--- config.mk ---
export PLATFORM = sky130hd
export DESIGN_NAME = dlx_mem_interface
export DESIGN_NICKNAME = d
export VERILOG_FILES = /design/src/rtl/dlx_pkg.sv /design/src/rtl/dlx_mem_timeout.sv /design/src/rtl/dlx_mem_interface.sv
export SDC_FILE = /design/constraint.sdc
export NUM_CORES = 1
export LEC_CHECK = 0
export ABC_AREA = 1
export CAP_MARGIN = 20
export CORE_ASPECT_RATIO = 0.7
export CORE_UTILIZATION = 43
export DETAILED_ROUTE_END_ITERATION = 7
export PLACE_DENSITY = 0.83
export SLEW_MARGIN = 5
export SYNTH_ARGS = -nofsm -noshare
export SYNTH_HDL_FRONTEND = slang
export SYNTH_SLANG_ARGS = --single-unit
--- constraint.sdc ---
create_clock -name Clock -period 2.6 [get_ports Clock]
set_input_delay 0.52 -clock Clock [delete_from_list [all_inputs] [get_ports Clock]]
set_output_delay 0.52 -clock Clock [all_outputs]
set_load 0.03 [all_outputs]
--- src/rtl/dlx_pkg.sv ---
// dlx_pkg: definitions shared by the DLX memory-port stage and the
// multicycle control unit.
//   - mem_state_t : memory-port FSM state encoding
//   - OPC_*/FUNC_* : instruction field positions
//   - OP_*/FN_*    : DLX opcode and R-type function codes
//   - is_misaligned: word-alignment test on the two address LSBs
package dlx_pkg;

    typedef enum logic [1:0] {
        IDLE  = 2'b00,
        BUSY  = 2'b01,
        DONE  = 2'b10,
        ERROR = 2'b11
    } mem_state_t;

    // Instruction field positions
    localparam int OPC_HI  = 31;
    localparam int OPC_LO  = 26;
    localparam int FUNC_HI = 5;
    localparam int FUNC_LO = 0;

    // DLX opcodes
    localparam logic [5:0] OP_RTYPE = 6'h00;
    localparam logic [5:0] OP_J     = 6'h02;
    localparam logic [5:0] OP_JAL   = 6'h03;
    localparam logic [5:0] OP_BEQZ  = 6'h04;
    localparam logic [5:0] OP_BNEZ  = 6'h05;
    localparam logic [5:0] OP_ADDI  = 6'h08;
    localparam logic [5:0] OP_SUBI  = 6'h0A;
    localparam logic [5:0] OP_ANDI  = 6'h0C;
    localparam logic [5:0] OP_ORI   = 6'h0D;
    localparam logic [5:0] OP_LW    = 6'h23;
    localparam logic [5:0] OP_SW    = 6'h2B;

    // R-type function codes
    localparam logic [5:0] FN_ADD = 6'h20;
    localparam logic [5:0] FN_SUB = 6'h22;
    localparam logic [5:0] FN_AND = 6'h24;
    localparam logic [5:0] FN_OR  = 6'h25;
    localparam logic [5:0] FN_XOR = 6'h26;
    localparam logic [5:0] FN_SLT = 6'h2A;

    // A word access must have its two low address bits clear.
    function automatic logic is_misaligned(input logic [1:0] lsb);
        return lsb != 2'b00;
    endfunction

endpackage

--- src/rtl/dlx_mem_timeout.sv ---
// dlx_mem_timeout: wait-state counter for a memory access in flight.
// Ports:
//   clk     in  clock, rising edge
//   reset_n in  synchronous active-low reset
//   clr     in  force the count to zero
//   en      in  count one more cycle without completion
//   expire  out high when this enabled cycle brings the count to TIMEOUT
module dlx_mem_timeout #(
    parameter int TIMEOUT = 255,
    parameter int TO_W    = 8
) (
    input  logic clk,
    input  logic reset_n,
    input  logic clr,
    input  logic en,
    output logic expire
);

    logic [TO_W-1:0] count_reg;

    // Flag on the cycle whose increment would reach TIMEOUT, so the
    // caller can leave on the same edge the count gets there.
    assign expire = en && (count_reg == TO_W'(TIMEOUT - 1));

    always_ff @(posedge clk) begin
        if (!reset_n) begin
            count_reg <= '0;
        end else if (clr) begin
            count_reg <= '0;
        end else if (en) begin
            count_reg <= count_reg + 1'b1;
        end
    end

endmodule

--- src/rtl/dlx_mem_interface.sv ---
// dlx_mem_interface: memory-port stage behind the multicycle DLX control.
// Muxes PC/ALUOut onto a req/ack memory bus, captures read data into IR or
// MDR, stalls the control unit while an access is in flight and raises a
// sticky BusError on misaligned, conflicting or timed-out accesses.
// Ports:
//   Clock, Reset_n               clock / synchronous active-low reset
//   MemRead, MemWrite, IorD,
//   IRWrite                      control-unit access signals
//   PC, ALUOut, WriteData        address sources and store data
//   Instr, Opcode, Func, MDR     captured instruction / data
//   Stall, BusError              status back to the control unit
//   mem_addr, mem_wdata,
//   mem_req, mem_we              external bus request
//   mem_ack, mem_rdata           external bus completion
module dlx_mem_interface
    import dlx_pkg::*;
#(
    parameter int DATA_W      = 32,
    parameter int ADDR_W      = 32,
    parameter int TIMEOUT     = 255,
    parameter int TO_W        = 8,
    parameter int ALIGN_CHECK = 1
) (
    input  logic              Clock,
    input  logic              Reset_n,
    input  logic              MemRead,
    input  logic              MemWrite,
    input  logic              IorD,
    input  logic              IRWrite,
    input  logic [ADDR_W-1:0] PC,
    input  logic [ADDR_W-1:0] ALUOut,
    input  logic [DATA_W-1:0] WriteData,
    output logic [DATA_W-1:0] Instr,
    output logic [5:0]        Opcode,
    output logic [5:0]        Func,
    output logic [DATA_W-1:0] MDR,
    output logic              Stall,
    output logic              BusError,
    output logic [ADDR_W-1:0] mem_addr,
    output logic [DATA_W-1:0] mem_wdata,
    output logic              mem_req,
    output logic              mem_we,
    input  logic              mem_ack,
    input  logic [DATA_W-1:0] mem_rdata
);

    mem_state_t        state_reg;
    logic [DATA_W-1:0] instr_reg;
    logic [DATA_W-1:0] mdr_reg;
    logic [ADDR_W-1:0] mem_addr_reg;
    logic [DATA_W-1:0] mem_wdata_reg;
    logic              mem_req_reg;
    logic              mem_we_reg;
    logic              bus_error_reg;
    logic              to_ir_reg;

    logic              req;
    logic              conflict;
    logic              bad_align;
    logic [ADDR_W-1:0] sel_addr;
    logic              to_clr;
    logic              to_en;
    logic              to_expire;

    assign req       = MemRead | MemWrite;
    assign conflict  = MemRead & MemWrite;
    assign sel_addr  = IorD ? ALUOut : PC;
    assign bad_align = (ALIGN_CHECK != 0) && is_misaligned(sel_addr[1:0]);

    // Counter is held at zero while idle, so every access starts from 0.
    assign to_clr = (state_reg == IDLE);
    assign to_en  = (state_reg == BUSY) && !mem_ack;

    dlx_mem_timeout #(
        .TIMEOUT (TIMEOUT),
        .TO_W    (TO_W)
    ) u_timeout (
        .clk     (Clock),
        .reset_n (Reset_n),
        .clr     (to_clr),
        .en      (to_en),
        .expire  (to_expire)
    );

    always_ff @(posedge Clock) begin
        if (!Reset_n) begin
            state_reg     <= IDLE;
            instr_reg     <= '0;
            mdr_reg       <= '0;
            mem_addr_reg  <= '0;
            mem_wdata_reg <= '0;
            mem_req_reg   <= 1'b0;
            mem_we_reg    <= 1'b0;
            bus_error_reg <= 1'b0;
            to_ir_reg     <= 1'b0;
        end else begin
            case (state_reg)
                IDLE: begin
                    if (req) begin
                        mem_addr_reg  <= sel_addr;
                        mem_wdata_reg <= WriteData;
                        mem_we_reg    <= MemWrite;
                        to_ir_reg     <= IRWrite;
                        // A bad access never reaches the bus.
                        if (conflict || bad_align) begin
                            state_reg     <= ERROR;
                            bus_error_reg <= 1'b1;
                        end else begin
                            state_reg   <= BUSY;
                            mem_req_reg <= 1'b1;
                        end
                    end
                end
                BUSY: begin
                    // Completion wins over a timeout on the same cycle.
                    if (mem_ack) begin
                        if (!mem_we_reg) begin
                            if (to_ir_reg) begin
                                instr_reg <= mem_rdata;
                            end else begin
                                mdr_reg <= mem_rdata;
                            end
                        end
                        mem_req_reg <= 1'b0;
                        state_reg   <= DONE;
                    end else if (to_expire) begin
                        mem_req_reg   <= 1'b0;
                        bus_error_reg <= 1'b1;
                        state_reg     <= ERROR;
                    end
                end
                // The control's request is still asserted here; do not
                // re-sample it or the same access would repeat.
                DONE:    state_reg <= IDLE;
                ERROR:   state_reg <= ERROR;
                default: state_reg <= IDLE;
            endcase
        end
    end

    // Stall is combinational in IDLE so the control holds in the very
    // cycle it raises a request.
    always_comb begin
        Stall = 1'b0;
        case (state_reg)
            IDLE:    Stall = req;
            BUSY:    Stall = 1'b1;
            DONE:    Stall = 1'b0;
            ERROR:   Stall = 1'b1;
            default: Stall = 1'b0;
        endcase
    end

    assign Instr     = instr_reg;
    assign Opcode    = instr_reg[OPC_HI:OPC_LO];
    assign Func      = instr_reg[FUNC_HI:FUNC_LO];
    assign MDR       = mdr_reg;
    assign BusError  = bus_error_reg;
    assign mem_addr  = mem_addr_reg;
    assign mem_wdata = mem_wdata_reg;
    assign mem_req   = mem_req_reg;
    assign mem_we    = mem_we_reg;

endmodule

==> results.sh <==
export IMPL_cts_sinks=142
export IMPL_clock_fmax_mhz=463
export IMPL_drv_slew=0
export IMPL_num_rows=34
export IMPL_total_leakage_power_nw=3.35
export IMPL_critPathRequiredTime_ns=2.08
export IMPL_rr_endpoint="Instr[20]"
export IMPL_clk_path_buf_depth=2
export IMPL_finalSetupTns_ns=0
export IMPL_rsz0062_at_grt="no"
export IMPL_r2r_cells=6
export IMPL_synth_distinct_cells=26
export IMPL_ant_nets=0
export IMPL_ys_ff_latch=142
export IMPL_ys_warn_count=0
export IMPL_num_nets_final=1100
export IMPL_rr_startpoint="state_reg[0]"
export IMPL_die_x_um=137
export IMPL_finalHoldViolations=0
export IMPL_cp_arrival_ns=1.64
export IMPL_globalplace_congestion=0.829
export IMPL_start_util_pct=44.1
export IMPL_grt_pass1_vias=5040
export IMPL_grt_pass1_wl_um=25100
export IMPL_firstDrtPassIters=5
export IMPL_synthCells=714
export IMPL_dieHeight_um=96.3
export IMPL_design_core_area_sq_mm=0.0124
export IMPL_syn_nets=851
export IMPL_routedWlPerCell_um=14.5
export IMPL_crit_start="MemWrite"
export IMPL_place_port_buffers=278
export IMPL_synth_edf_count=0
export IMPL_die_area_sq_mm=0.0132
export IMPL_vias=5578
export IMPL_drive_gt1_share_pct=5.74
export IMPL_cts_buffers=17
export IMPL_antennaDiodeCount=0
export IMPL_yosysMostFrequentCell="nor2_1"
export IMPL_setup_viol=0
export IMPL_ys_seq_area_share_pct=52.1
export IMPL_synth_top_area_share_pct=52.1
export IMPL_status="finished clean"
export IMPL_worst_r2r_setup_slack_ns=1.07
export IMPL_synth_area_leaders="dfxtp_1 52%, nor2_1 14%, o21ai_0 11%"
export IMPL_hold_path_class="reg2reg"
export IMPL_cts_tree="done"
export IMPL_cts_clk_slew_worst_paths_ns=0.06
export IMPL_min_period_ns=2.16
export IMPL_ir_drop_uv=509
export IMPL_overflow=0
export IMPL_h_tree_depth=4
export IMPL_avgSynthCellArea_sq_um=7.65
export IMPL_dp_hpwl_um=11900
export IMPL_first_iter_violations=257
export IMPL_period_share_pct=83.1
export IMPL_antenna_found_initial=0
export IMPL_netlist_top_cells_count="205 x nor2_1, 142 x dfxtp_1, 115 x o21ai_0, 86 x nand2_1, 30 x a31oi_1"
export IMPL_nFillCells=1009
export IMPL_route_detailed_drc=0
export IMPL_cts_resized_gates=0
export IMPL_routed_wl_um=16500
export IMPL_routed_via_density=4.91
export IMPL_async_reset_ff_share_pct=0
export IMPL_multi_input_area_sq_mm=0.00218
export IMPL_crit_end="Stall"
export IMPL_p_total_mw=6.94
export IMPL_slew_headroom_pct=71.3
export IMPL_cp_start_kind="primary input"
export IMPL_clkLatencyLatePin_ns=0.40
export IMPL_seq_area_sq_mm=0.00284
export IMPL_worstMarginPinSlew_ns=0.431
export IMPL_crit_path_max_fanout=3
export IMPL_clock_root_buffer="clkbuf_16"
export IMPL_fin_hold_ws_ns=0.479
export IMPL_grt_util_all_layers_pct=25.0
export IMPL_cts_setup_buffers=0
export IMPL_synth_main_ff_cell="dfxtp_1"
export IMPL_p_per_area_mw_per_mm2=788
export IMPL_path_class="in2out"
export IMPL_clock_skew_ns=0.00818
export IMPL_syn_area_sq_mm=0.00546
export IMPL_grt_max_degree=96
export IMPL_synth_top_area_cell="dfxtp_1"
export IMPL_pin_count=279
export IMPL_cp_end_kind="primary output"
export IMPL_syn_to_final_growth_pct=61.4
export IMPL_holdBufCountCts=0
export IMPL_maxCapViolCount=0
## cell type report
type | count | share of cell area (%)
Timing Repair Buffer | 289 | 33.0
Tap cell | 162 | 2.30
Sequential cell | 142 | 32.3
Multi-Input combinational cell | 490 | 24.8
Clock inverter | 14 | 1.80
Clock buffer | 17 | 4.83
Inverter | 23 | 0.980
## critical path, cell delays in order
cell and delay, ns:
clkdlybuf4s50_1 0.46, inv_1 0.09, nand2_1 0.08, nand2_2 0.08, inv_2 0.05, nor2_1 0.13
inv_1 0.06, buf_4 0.16
## worst min path at each step
stage,start,end,depth (start not counted)
floorplan,u_timeout.count_reg[7],u_timeout.count_reg[7],2
global placement,Instr[6],Instr[6],2
detailed placement,MDR[31],MDR[31],2
CTS,MDR[31],MDR[31],2
global route,Instr[6],Instr[6],2
finish,MDR[31],MDR[31],2
## layout by cell type (no fill, tap or decap)
cell / netlist / layout
o21bai_1: 1 / 1
o21ai_1: 17 / 17
a31oi_1: 30 / 30
nand3_1: 7 / 7
nand2_1: 86 / 86
nand2_2: 2 / 2
clkdlybuf4s50_1: 0 / 276
nor3_1: 4 / 4
a311oi_1: 1 / 1
clkinvlp_4: 0 / 5
nor2_1: 205 / 205
xor2_1: 1 / 1
inv_2: 4 / 4
dfxtp_1: 142 / 142
buf_12: 0 / 4
buf_2: 12 / 1
clkinv_4: 0 / 2
clkbuf_16: 0 / 17
ha_1: 2 / 2
nand3_2: 3 / 3
o21ai_0: 115 / 115
nor2_2: 1 / 1
or2_0: 1 / 1
inv_1: 19 / 19
nand4_1: 1 / 1
buf_4: 13 / 8
bufinv_16: 0 / 2
nor2_4: 2 / 2
a21oi_1: 11 / 11
inv_6: 0 / 5
## routing by layer
layer	track usage (%)	part of all wire, %	up-vias
met5	0	0	-
met1	29.2	42	2499
met3	7.53	8.2	32
li1	-	-	2815
met2	41.5	47	232
met4	13.6	3.3	0
## cells by family after synthesis
kind of cell,Yosys count,synth area share [%]
xor gates and xnor gates,1,0.160
and+or+nand+nor,312,22.6
buffers and inverters,82,7.91
AOI/OAI and AO/OA,175,16.8
DFF,142,52.1
adders and majority gates,2,0.458
## power by group
group / internal [mW] / leakage, nW / total [mW] / switching [mW]
Sequential: 2.44 / 1.16 / 2.58 / 0.139
Clock: 1.43 / 0.269 / 2.39 / 0.966
Combinational: 0.824 / 1.92 / 1.97 / 1.15
Total: 4.69 / 3.35 / 6.94 / 2.25
## per-stage QoR
step | cells | util [%] | instance area [sq um] | worst slack (ns)
2_1_floorplan | 714 | - | 5460 | 0.887
3_3_place_gp | 1106 | 66.4 | 8220 | 0.464
3_5_place_dp | 1106 | 66.4 | 8220 | 0.441
4_1_cts | 1137 | 71.2 | 8810 | 0.422
5_1_grt | 1137 | 71.2 | 8810 | 0.295
6_report | 1137 | 71.2 | 8810 | 0.439
Power figures use the tool's default switching activity.
==> edit: new RTL, same settings <==
Encoding of `mem_state_t`: now Gray code (2 bits for 4 states).
--- a/src/rtl/dlx_pkg.sv
+++ b/src/rtl/dlx_pkg.sv
@@ -10,6 +10,6 @@
         IDLE  = 2'b00,
         BUSY  = 2'b01,
-        DONE  = 2'b10,
-        ERROR = 2'b11
+        DONE  = 2'b11,
+        ERROR = 2'b10
     } mem_state_t;
 
Formal check against the unedited RTL: no difference found for any inputs over 4 cycles, from zero or initial values and one cycle with Reset_n low; so few cycles prove little.
==> edit against the unedited design <==
- final area increased by 1.3%
- power increased by 35%
- utilization increased by 0.17 points
- worst setup slack improved by 0.019 ns
- hold slack got worse by 0.029 ns
- first-iteration DRC count decreased by 5.8%
- final cell count increased by 1.8%
- global-route usage decreased by 0.28 points
- wire length decreased by 0.78%
- synthesized area increased by 2.0%
- sequential cell count unchanged
- via count increased by 2.3%
==> edit: results (changes against the unedited design) <==
Final GP Congestion -> 0.8670 (was 0.8286)
Layout cells sized above 1 -> 5.924% (was 5.744%)
Largest net degree at the start of global routing -> 68 (was 96)
Max VDD drop -> 596.4 uV (was 508.8 uV)
Post-DP HPWL -> 12040 um (was 11850 um)
Initial DRC count -> 242 (was 257)
Hold Crit Class -> flop to flop (unchanged)
Synth unique cells -> 29 (was 26)
Register area share after synthesis -> 51.04% (was 52.07%)
Post-CTS setup buffers -> 0 (unchanged)
Critical path peak fanout -> 3 (unchanged)
Least-Margin Pin Slew -> 0.5524 ns (was 0.4307 ns)
H-tree levels -> 4 (unchanged)
Mapped Nets -> 871 (was 851)
Lkg Pwr -> 3.518 nW (was 3.350 nW)
Clock input transition at the sequential cells of the worst setup and hold paths -> 0.06 ns (about the same)
Sw frac -> 38.22% (was 32.43%)
Clock Tree Root -> clkbuf_16 (unchanged)
I/O Buffers -> 278 (unchanged)
Top_reg_cell synth -> dfxtp_1 (unchanged)
FILL cells -> 1041 (was 1009)
Vias in the first global route -> 5283 (was 5040)
Dpl ws -> 0.1548 ns (was 0.4411 ns)
N_diodes -> 0 (unchanged)
Clk_lat worst skew -> 0.40 ns (about the same)
Number of gates resized after cts -> 0 (unchanged)
Drt total wl -> 16400 um (was 16530 um)
Top post-synthesis cells by count -> nor2_1 (214), dfxtp_1 (142), o21ai_0 (134) (was nor2_1 (205), dfxtp_1 (142), o21ai_0 (115))
Gr usage total -> 24.73% (was 25.01%)
Final Skew -> 0.01169 ns (was 0.008183 ns)
Non-Filler Instances -> 1158 (was 1137)
Final net count -> 1123 (was 1100)
Final worst slack -> 0.4584 ns (was 0.4391 ns)
Final Slew Violations -> 0 (unchanged)
DR pass1 iterations -> 4 (was 5)
Reg2Reg Setup Slack -> 0.82 ns (was 1.07 ns)
Synth warnings -> 0 (unchanged)
Status -> finished, final reports clean (unchanged)
DP Area -> 0.008319 mm^2 (was 0.008224 mm^2)
Clk buf depth -> 2 (unchanged)
Syn avg cell area -> 7.618 um^2 (was 7.646 um^2)
CP Data Arrival Time -> 1.62 ns (was 1.64 ns)
Initial antenna violation count -> 0 (unchanged)
DR vias/cell -> 4.927 (was 4.906)
Ranking of synthesized cells by area -> dfxtp_1 (51%), nor2_1 (14%), o21ai_0 (12%) (was dfxtp_1 (52%), nor2_1 (14%), o21ai_0 (11%))
Total CTS buffers -> 17 (unchanged)
Global-route wire length before repair -> 26610 um (was 25100 um)
Synth async-reset ratio -> 0% (unchanged)
-- edit: cell count changes in the layout (fill, tap and decap cells not counted), sizes merged, moves of 2 or more --
cell	change
a211oi	+2
a21oi	-3
clkbuf	+2
clkinv	+4
clkinvlp	-2
ha	+3
inv	-3
nand2	+7
nand3	-5
nor2	+9
o21ai	+3
-- edit: worst paths after layout --
path / from / endpoint / cells after the start
worst min-delay path: BusError / BusError / 2
worst max-delay path: state_reg[0] / Stall / 6
worst min register to register: BusError / BusError / 2
worst max register to register: state_reg[1] / MDR[16] / 7
-- edit: cell families after synthesis --
logic type | after synthesis | synth area share [%]
adder cells (fa/ha/maj) | 5 | 1.123
AND/OR/NAND/NOR | 326 | 23.19
flip-flops | 142 | 51.04
AO/OA/AOI/OAI | 176 | 16.60
buffers and inverters | 82 | 8.043
-- edit: layout make-up --
cell class | instances | area share, %
well taps | 162 | 2.272
flip-flops and latches | 142 | 31.87
repair buffers | 291 | 32.57
clock inverters | 13 | 1.865
inverters | 24 | 1.038
multi-input cells | 507 | 25.54
clock buffers | 19 | 4.853
-- edit: critical path, stage by stage (launching register included) --
cell and delay, ns:
dfxtp_1 0.36, inv_1 0.08, ha_1 0.24, inv_1 0.09, nand2_1 0.09, nand2_1 0.07
dlymetal6s2s_1 0.28
-- edit: routing by layer --
layer	global-route usage, %	wire length [um]	up-vias
li1	-	-	2870
met1	29.29	6851	2573
met2	41.88	7919	235
met3	8.132	1231	28
met4	8.622	400	0
met5	0	0	-
-- edit: metrics by stage --
step	utilization, %	hold slack [ns]
2_1_floorplan	-	0.4568
3_3_place_gp	66.52	0.4372
3_5_place_dp	66.52	0.4463
4_1_cts	71.31	0.4540
5_1_grt	71.33	0.4646
6_report	71.33	0.4508
-- edit: power by group through the flow --
stage	Clock, W	Combinational, W	Sequential [W]
2_1_floorplan	0	0.00136	0.00401
3_3_place_gp	0	0.00386	0.00301
3_5_place_dp	0	0.00390	0.00303
4_1_cts	0.00249	0.00392	0.00299
5_1_grt	0.00262	0.00417	0.00306
6_report	0.00245	0.00390	0.00299
